--- config.mk ---
export PLATFORM = sky130hd
export DESIGN_NAME = ram_sdp_lane_clr_flat
export DESIGN_NICKNAME = d
export VERILOG_FILES = /design/src/rtl/ram_sdp_lane_clr_if.sv /design/src/rtl/ram_sdp_lane_clr.sv /design/src/flat_wrapper.sv
export SDC_FILE = /design/constraint.sdc
export NUM_CORES = 2
export LEC_CHECK = 0
export CAP_MARGIN = 10
export CELL_PAD_IN_SITES_DETAIL_PLACEMENT = 1
export CELL_PAD_IN_SITES_GLOBAL_PLACEMENT = 1
export CORE_UTILIZATION = 40
export CTS_CLUSTER_SIZE = 40
export DETAILED_ROUTE_END_ITERATION = 8
export PLACE_DENSITY = 0.6
export SLEW_MARGIN = 20
export SYNTH_ARGS = -nofsm -noshare
export SYNTH_HDL_FRONTEND = slang
export SYNTH_MEMORY_MAX_BITS = 65536
export SYNTH_SLANG_ARGS = --single-unit
--- constraint.sdc ---
create_clock -name clk -period 5.5 [get_ports clk]
set_input_delay 0.825 -clock clk [delete_from_list [all_inputs] [get_ports clk]]
set_output_delay 0.825 -clock clk [all_outputs]
set_load 0.1 [all_outputs]
--- src/rtl/ram_sdp_lane_clr_if.sv ---
// Port bundle for the lane-writable edge-message store: clear control, write port and read port.
interface ram_sdp_lane_clr_if #(
    parameter int LANE_WIDTH = 8,
    parameter int LANES      = 2,
    parameter int ADDR_WIDTH = 8
);
    localparam int DATA_WIDTH = LANES * LANE_WIDTH;

    logic                  clr_start;
    logic                  clr_busy;
    logic                  wr_en;
    logic [ADDR_WIDTH-1:0] wr_addr;
    logic [LANES-1:0]      wr_lane_en;
    logic [DATA_WIDTH-1:0] wr_data;
    logic                  rd_en;
    logic [ADDR_WIDTH-1:0] rd_addr;
    logic [DATA_WIDTH-1:0] rd_data;
    logic                  rd_valid;
    logic                  err_oob;

    modport master (
        output clr_start, wr_en, wr_addr, wr_lane_en, wr_data, rd_en, rd_addr,
        input  clr_busy, rd_data, rd_valid, err_oob
    );

    modport slave (
        input  clr_start, wr_en, wr_addr, wr_lane_en, wr_data, rd_en, rd_addr,
        output clr_busy, rd_data, rd_valid, err_oob
    );
endinterface

--- src/rtl/ram_sdp_lane_clr.sv ---
// Simple dual-port RAM with per-lane writes, pipelined reads, selectable read-during-write
// behaviour and a one-word-per-cycle clear sequencer that runs after reset or on request.
module ram_sdp_lane_clr #(
    parameter int                   LANE_WIDTH  = 8,
    parameter int                   LANES       = 2,
    parameter int                   ADDR_WIDTH  = 8,
    parameter int                   RAM_DEPTH   = 1 << ADDR_WIDTH,
    parameter int                   RD_LATENCY  = 1,
    parameter int                   RDW_MODE    = 0,
    parameter logic [LANE_WIDTH-1:0] CLEAR_VALUE = '0
) (
    input logic               clk,
    input logic               reset,
    ram_sdp_lane_clr_if.slave bus
);
    localparam int                    DATA_WIDTH = LANES * LANE_WIDTH;
    localparam logic [ADDR_WIDTH:0]   DEPTH_X    = (ADDR_WIDTH + 1)'(RAM_DEPTH);
    localparam logic [ADDR_WIDTH-1:0] LAST_ADDR  = ADDR_WIDTH'(RAM_DEPTH - 1);
    localparam logic [DATA_WIDTH-1:0] CLEAR_WORD = {LANES{CLEAR_VALUE}};

    if (RD_LATENCY < 1 || RD_LATENCY > 3) begin : g_bad_latency
        $error("RD_LATENCY must be 1..3");
    end
    if (RAM_DEPTH < 2 || RAM_DEPTH > (1 << ADDR_WIDTH)) begin : g_bad_depth
        $error("RAM_DEPTH must be 2..2^ADDR_WIDTH");
    end

    typedef enum logic {IDLE, CLEAR} state_t;

    state_t                state, state_nxt;
    logic [ADDR_WIDTH-1:0] cnt, cnt_nxt;
    logic                  clr_we;
    logic                  port_open;
    logic                  clr_busy;

    logic [DATA_WIDTH-1:0] mem [RAM_DEPTH];

    function automatic logic [DATA_WIDTH-1:0] merge_lanes(
        input logic [DATA_WIDTH-1:0] old_word,
        input logic [DATA_WIDTH-1:0] new_word,
        input logic [LANES-1:0]      lane_en
    );
        logic [DATA_WIDTH-1:0] w;
        w = old_word;
        for (int i = 0; i < LANES; i++) begin
            if (lane_en[i]) w[i*LANE_WIDTH +: LANE_WIDTH] = new_word[i*LANE_WIDTH +: LANE_WIDTH];
        end
        return w;
    endfunction

    always_ff @(posedge clk) begin
        if (reset) begin
            state <= CLEAR;
            cnt   <= '0;
        end else begin
            state <= state_nxt;
            cnt   <= cnt_nxt;
        end
    end

    always_comb begin
        state_nxt = state;
        cnt_nxt   = cnt;
        case (state)
            IDLE: begin
                if (bus.clr_start) begin
                    state_nxt = CLEAR;
                    cnt_nxt   = '0;
                end
            end
            CLEAR: begin
                if (cnt == LAST_ADDR) begin
                    state_nxt = IDLE;
                    cnt_nxt   = '0;
                end else begin
                    cnt_nxt = cnt + 1'b1;
                end
            end
            default: state_nxt = IDLE;
        endcase
    end

    // Array is never touched while reset is held, hence the !reset gating on both paths.
    always_comb begin
        clr_busy  = 1'b0;
        clr_we    = 1'b0;
        port_open = 1'b0;
        case (state)
            IDLE:    port_open = !reset;
            CLEAR: begin
                clr_busy = 1'b1;
                clr_we   = !reset;
            end
            default: ;
        endcase
    end

    logic                  wr_go, rd_go, wr_oob, rd_oob;
    logic [LANES-1:0]      wr_lanes;
    logic [ADDR_WIDTH-1:0] m_addr;
    logic [LANES-1:0]      m_lanes;
    logic [DATA_WIDTH-1:0] m_data;
    logic [DATA_WIDTH-1:0] old_word, rd_word;

    always_comb begin
        wr_go    = port_open && bus.wr_en;
        rd_go    = port_open && bus.rd_en;
        wr_oob   = {1'b0, bus.wr_addr} >= DEPTH_X;
        rd_oob   = {1'b0, bus.rd_addr} >= DEPTH_X;
        wr_lanes = (wr_go && !wr_oob) ? bus.wr_lane_en : '0;
        m_addr   = clr_we ? cnt : bus.wr_addr;
        m_lanes  = clr_we ? '1 : wr_lanes;
        m_data   = clr_we ? CLEAR_WORD : bus.wr_data;
        old_word = mem[bus.rd_addr];
        if (rd_oob) begin
            rd_word = '0;
        end else if (RDW_MODE == 1 && wr_lanes != '0 && bus.wr_addr == bus.rd_addr) begin
            rd_word = merge_lanes(old_word, bus.wr_data, wr_lanes);
        end else begin
            rd_word = old_word;
        end
    end

    always_ff @(posedge clk) begin
        for (int i = 0; i < LANES; i++) begin
            if (m_lanes[i]) mem[m_addr][i*LANE_WIDTH +: LANE_WIDTH] <= m_data[i*LANE_WIDTH +: LANE_WIDTH];
        end
    end

    // Read pipeline: stage 0 captures at acceptance, later stages shift only on valid so the
    // last stage holds the most recent returned word between reads.
    logic [DATA_WIDTH-1:0] data_p [RD_LATENCY];
    logic [RD_LATENCY-1:0] vld_p;
    logic                  err_p0;

    always_ff @(posedge clk) begin
        if (reset) begin
            vld_p  <= '0;
            err_p0 <= 1'b0;
            for (int s = 0; s < RD_LATENCY; s++) data_p[s] <= '0;
        end else begin
            vld_p[0] <= rd_go;
            if (rd_go) data_p[0] <= rd_word;
            for (int s = 1; s < RD_LATENCY; s++) begin
                vld_p[s] <= vld_p[s-1];
                if (vld_p[s-1]) data_p[s] <= data_p[s-1];
            end
            err_p0 <= (wr_go && wr_oob) || (rd_go && rd_oob);
        end
    end

    assign bus.clr_busy = clr_busy;
    assign bus.rd_data  = data_p[RD_LATENCY-1];
    assign bus.rd_valid = vld_p[RD_LATENCY-1];
    assign bus.err_oob  = err_p0;
endmodule

--- src/flat_wrapper.sv ---
// flat-port wrapper written by rule: the top's interface ports become plain ports
module ram_sdp_lane_clr_flat 
#(
    parameter int                   LANE_WIDTH  = 8,
    parameter int                   LANES       = 2,
    parameter int                   ADDR_WIDTH  = 8,
    parameter int                   RAM_DEPTH   = 1 << ADDR_WIDTH,
    parameter int                   RD_LATENCY  = 1,
    parameter int                   RDW_MODE    = 0,
    parameter logic [LANE_WIDTH-1:0] CLEAR_VALUE = '0
)
  (clk, reset, bus_clr_start, bus_wr_en, bus_wr_addr, bus_wr_lane_en, bus_wr_data, bus_rd_en, bus_rd_addr, bus_clr_busy, bus_rd_data, bus_rd_valid, bus_err_oob);
  ram_sdp_lane_clr_if #(.LANE_WIDTH(LANE_WIDTH), .LANES(LANES), .ADDR_WIDTH(ADDR_WIDTH)) bus_i ();
  input logic clk;
  input logic reset;
  input wire logic [$bits(bus_i.clr_start)-1:0] bus_clr_start;
  input wire logic [$bits(bus_i.wr_en)-1:0] bus_wr_en;
  input wire logic [$bits(bus_i.wr_addr)-1:0] bus_wr_addr;
  input wire logic [$bits(bus_i.wr_lane_en)-1:0] bus_wr_lane_en;
  input wire logic [$bits(bus_i.wr_data)-1:0] bus_wr_data;
  input wire logic [$bits(bus_i.rd_en)-1:0] bus_rd_en;
  input wire logic [$bits(bus_i.rd_addr)-1:0] bus_rd_addr;
  output wire logic [$bits(bus_i.clr_busy)-1:0] bus_clr_busy;
  output wire logic [$bits(bus_i.rd_data)-1:0] bus_rd_data;
  output wire logic [$bits(bus_i.rd_valid)-1:0] bus_rd_valid;
  output wire logic [$bits(bus_i.err_oob)-1:0] bus_err_oob;
  assign bus_i.clr_start = bus_clr_start;
  assign bus_i.wr_en = bus_wr_en;
  assign bus_i.wr_addr = bus_wr_addr;
  assign bus_i.wr_lane_en = bus_wr_lane_en;
  assign bus_i.wr_data = bus_wr_data;
  assign bus_i.rd_en = bus_rd_en;
  assign bus_i.rd_addr = bus_rd_addr;
  assign bus_clr_busy = bus_i.clr_busy;
  assign bus_rd_data = bus_i.rd_data;
  assign bus_rd_valid = bus_i.rd_valid;
  assign bus_err_oob = bus_i.err_oob;
  ram_sdp_lane_clr #(.LANE_WIDTH(LANE_WIDTH), .LANES(LANES), .ADDR_WIDTH(ADDR_WIDTH), .RAM_DEPTH(RAM_DEPTH), .RD_LATENCY(RD_LATENCY), .RDW_MODE(RDW_MODE), .CLEAR_VALUE(CLEAR_VALUE)) u_core (.clk(clk), .reset(reset), .bus(bus_i));
endmodule
==> results.md <==
- Met3 Use GR: 4.16%
- Total length of routed wires: 508,000 um
- Ports: 58
- Synth Register Bits: 4,122
- Synth-to-layout area growth: 14.4%
- TritonRoute pass-1 iters: 5
- Vias in the first global route: 85.6k
- GP Congestion: 0.868
- Sw frac: 22.1%
- Htree depth: 5
- GRT busiest layer: met2
- Hold Path Class: reg -> reg
- Per-cell routed wire length: 36.2 um
- CP startpoint kind: input port
- Status: finished, final reports clean
- Max Fanout on Critical Path: 10
- First-pass GRT wire length: 701,000 um
- Share of cells above drive strength 1: 22.9%
- Port bufs: 56
- Period utilisation layout: 85.2%
- Comb pwr share: 5.1%
- Final Max Tran Viols: 0
- Final #Nets: 8,460
- Peak supply drop: 302 uV
- Setup Buffers After CTS: 0
- Clock buffer depth: 4
- CP endpoint kind: flop
- Final instance area: 184,000 um2
- Initial drt markers: 11.1k
- Worst Skew: 0.0653 ns
- Initial antenna violation count: 45
- DR vias: 85.0k
- Setup WS post-layout: 0.812 ns
- Starting Density: 40.2%
- Cell-internal power: 0.0523 W
- Clk_lat worst skew: 1.01 ns
- Area of the core: 400,000 um2
- Setup violations, final: 0
- Post-placement cell count: 13.3k
- Post-DP HPWL: 330,000 um
- DP Area: 170,000 um2
- Syn avg cell area: 20.4 um2
- Commonest non-fill, non-tap cell in the layout: edfxtp_1
- P_sw: 0.0149 W
- Async S/R FF share, synth: 0%
- Rows: 232
- Pwr dens: 365 nW/um2
- Worst-Margin Slew: 1.25 ns
- Setup slack at placement: -0.192 ns
- CTS Buf Count: 426
- Residual DRC: 0
- Global route total overflow: 0
- Min cycle time layout: 4.69 ns
- Flop pwr share: 51.5%
- Syn nets: 7,937
- Post-synth EDFFs: 4,112
- Pin count of the biggest net entering global routing: 157
- Crit path kind: in -> reg
- Detail Route Antenna Nets: 0
- Clk pwr share: 43.4%
- Via-to-Cell Ratio: 6.05
- Slowest cell on the critical path: clkdlybuf4s50_1
- Sink Count: 4,122
- Non-Filler Instances: 14.0k
- Worst EP arrival: 5.49 ns
- Critical path data required time: 6.30 ns
- Crit path max-delay family: simple AND/OR/NAND/NOR gates
- Synthesized netlist cell count: 7,897
- CP bufs+invs: 3
- Leakage: 58.5 nW
- Register area share after synthesis: 76.9%
- Die Y: 636 um
- CTS tree: built
- Dominant synthesized flop cell: edfxtp_1
- GRT Resource Usage Total: 24.6%
- F_max: 213 MHz
- CTS Hold Bufs: 0
- Crit-path max cell delay: 0.85 ns
- Unrepaired setup endpoints after global routing: no
- Netlist cell types: 83
- Syn Std Cell Area: 161,000 um2
- Yosys Warn Count: 0
- Max-Cap Viols: 0
- Chip Width: 636 um
- M2 GR Usage: 38.5%
- Cell Chain, Critical Path: clkdlybuf4s50_1 > buf_4 > nor3b_4 > buf_4 > nand2_1 > a211oi_1 > a211oi_1 > nand4_1 > or3_1 > o21ai_1
- Die area: 404,000 um2
- Most frequent cells in the layout: edfxtp_1 (4,112), mux4_2 (776), nor2_1 (695), mux2i_1 (453), buf_4 (451)
- Resized Gates After CTS: 0
- Final hold violations: 0
- Worst-path clk slew: 0.06 ns
- Clk root buf: clkbuf_16
- Grt met1 use: 35.6%
- Slew HR: 16.6%
==> worst reg2reg max path, stage by stage, from the launching register on <==
cell     delay [ns]
dfxtp_1        0.47
nor3b_1        0.26
buf_4          0.18
nor2b_4        0.54
buf_16         0.24
o21ai_0        0.17
nor3_1         0.70
nand3_1        0.30
nor4_1         1.00
buf_4          0.25
a31o_1         0.12
==> power by group through the flow <==
| stage | clock, W | combinational, W | sequential (W) |
|---|---|---|---|
| after floorplan | 0 | 0.00182 | 0.0354 |
| after global placement | 0 | 0.00334 | 0.0353 |
| after detailed placement | 0 | 0.00339 | 0.0353 |
| after CTS | 0.0295 | 0.00340 | 0.0346 |
| after global routing | 0.0305 | 0.00350 | 0.0346 |
| final | 0.0292 | 0.00340 | 0.0346 |
==> cell families after synthesis <==
logic type | after synthesis | synth area share (%)
simple gates | 1247 | 3.43
mux | 1260 | 14.2
compound gates | 763 | 3.25
buf+inv | 502 | 2.17
other cells | 1 | 0.00233
fa+ha+maj | 1 | 0.00778
xor+xnor | 1 | 0.00545
flops | 4122 | 76.9
==> synth_stat cells, types with 4 or more instances <==
| library cell | number | area [um2] |
|---|---|---|
| o21ai_1 | 9 | 45.0 |
| nor3_1 | 119 | 596 |
| nor4_1 | 56 | 350 |
| edfxtp_1 | 4112 | 123000 |
| or3_1 | 9 | 56.3 |
| o22ai_1 | 205 | 1280 |
| or2_2 | 11 | 68.8 |
| o221ai_1 | 125 | 1090 |
| buf_4 | 42 | 315 |
| nand4b_1 | 4 | 35.0 |
| buf_8 | 40 | 601 |
| dfxtp_1 | 10 | 200 |
| buf_1 | 41 | 154 |
| nor2b_1 | 4 | 25.0 |
| a31oi_1 | 14 | 87.6 |
| a2111oi_0 | 7 | 61.3 |
| a221oi_1 | 9 | 78.8 |
| a211oi_1 | 43 | 323 |
| clkbuf_1 | 177 | 664 |
| nor2_1 | 697 | 2620 |
| nand3b_1 | 10 | 75.1 |
| mux4_1 | 29 | 762 |
| nand2_1 | 153 | 574 |
| mux4_2 | 776 | 17500 |
| buf_2 | 100 | 500 |
| o221ai_2 | 4 | 60.1 |
| o41ai_1 | 5 | 43.8 |
| inv_1 | 4 | 15.0 |
| o31ai_1 | 14 | 105 |
| or4_1 | 10 | 75.1 |
| nand4_1 | 23 | 144 |
| nand3_1 | 92 | 460 |
| o21ai_0 | 97 | 485 |
| and2_1 | 22 | 138 |
| clkbuf_4 | 8 | 60.1 |
| mux2i_1 | 453 | 4530 |
| a22oi_1 | 78 | 586 |
| buf_12 | 21 | 420 |
| a21oi_1 | 106 | 531 |
| o21bai_1 | 5 | 37.5 |
| a31o_1 | 6 | 52.6 |
| buf_6 | 63 | 709 |
| nand2b_1 | 10 | 62.6 |
==> final timing paths <==
path         slack (ns)                   to           start  cells past startpoint
max                0.81  u_core.data_p[0][9]  bus_rd_addr[5]                     10
min                0.56        u_core.cnt[7]   u_core.cnt[7]                      2
max reg2reg        1.18  u_core.data_p[0][6]    u_core.state                     10
min reg2reg        0.56        u_core.cnt[7]   u_core.cnt[7]                      2
==> state kept, by name (all words and copies together) (netlist names) <==
register,cells
u_core.state,1
u_core.cnt,8
u_core.mem,4096
u_core.data_p,16
u_core.bus.rd_valid,1
==> layer usage <==
layer,wire length (um),share of wire [%]
met1,214000,42
met5,61,0.012
met2,236000,46
met4,16600,3.3
met3,40800,8.0
==> stage by stage <==
stage | utilization (%) | total power, W | TNS (ns) | hold slack, ns
after global routing | 46.0 | 0.0686 | 0 | 0.555
final | 46.0 | 0.0672 | 0 | 0.558
after CTS | 46.0 | 0.0675 | 0 | 0.509
after detailed placement | 42.5 | 0.0387 | -0.551 | 0.538
after floorplan | - | 0.0372 | -28.23 | 0.482
after global placement | 42.5 | 0.0386 | -1.48 | 0.531
==> final cells by class <==
cell class / instances / area, um2
Fill cell: 36372 / 216000
Sequential cell: 4122 / 124000
Tap cell: 5265 / 6590
Clock buffer: 494 / 10900
Inverter: 6 / 25.0
Clock inverter: 284 / 3000
Antenna cell: 12 / 30.0
Multi-Input combinational cell: 3273 / 33900
Timing Repair Buffer: 591 / 5690
(Power assumes the default switching activity.)
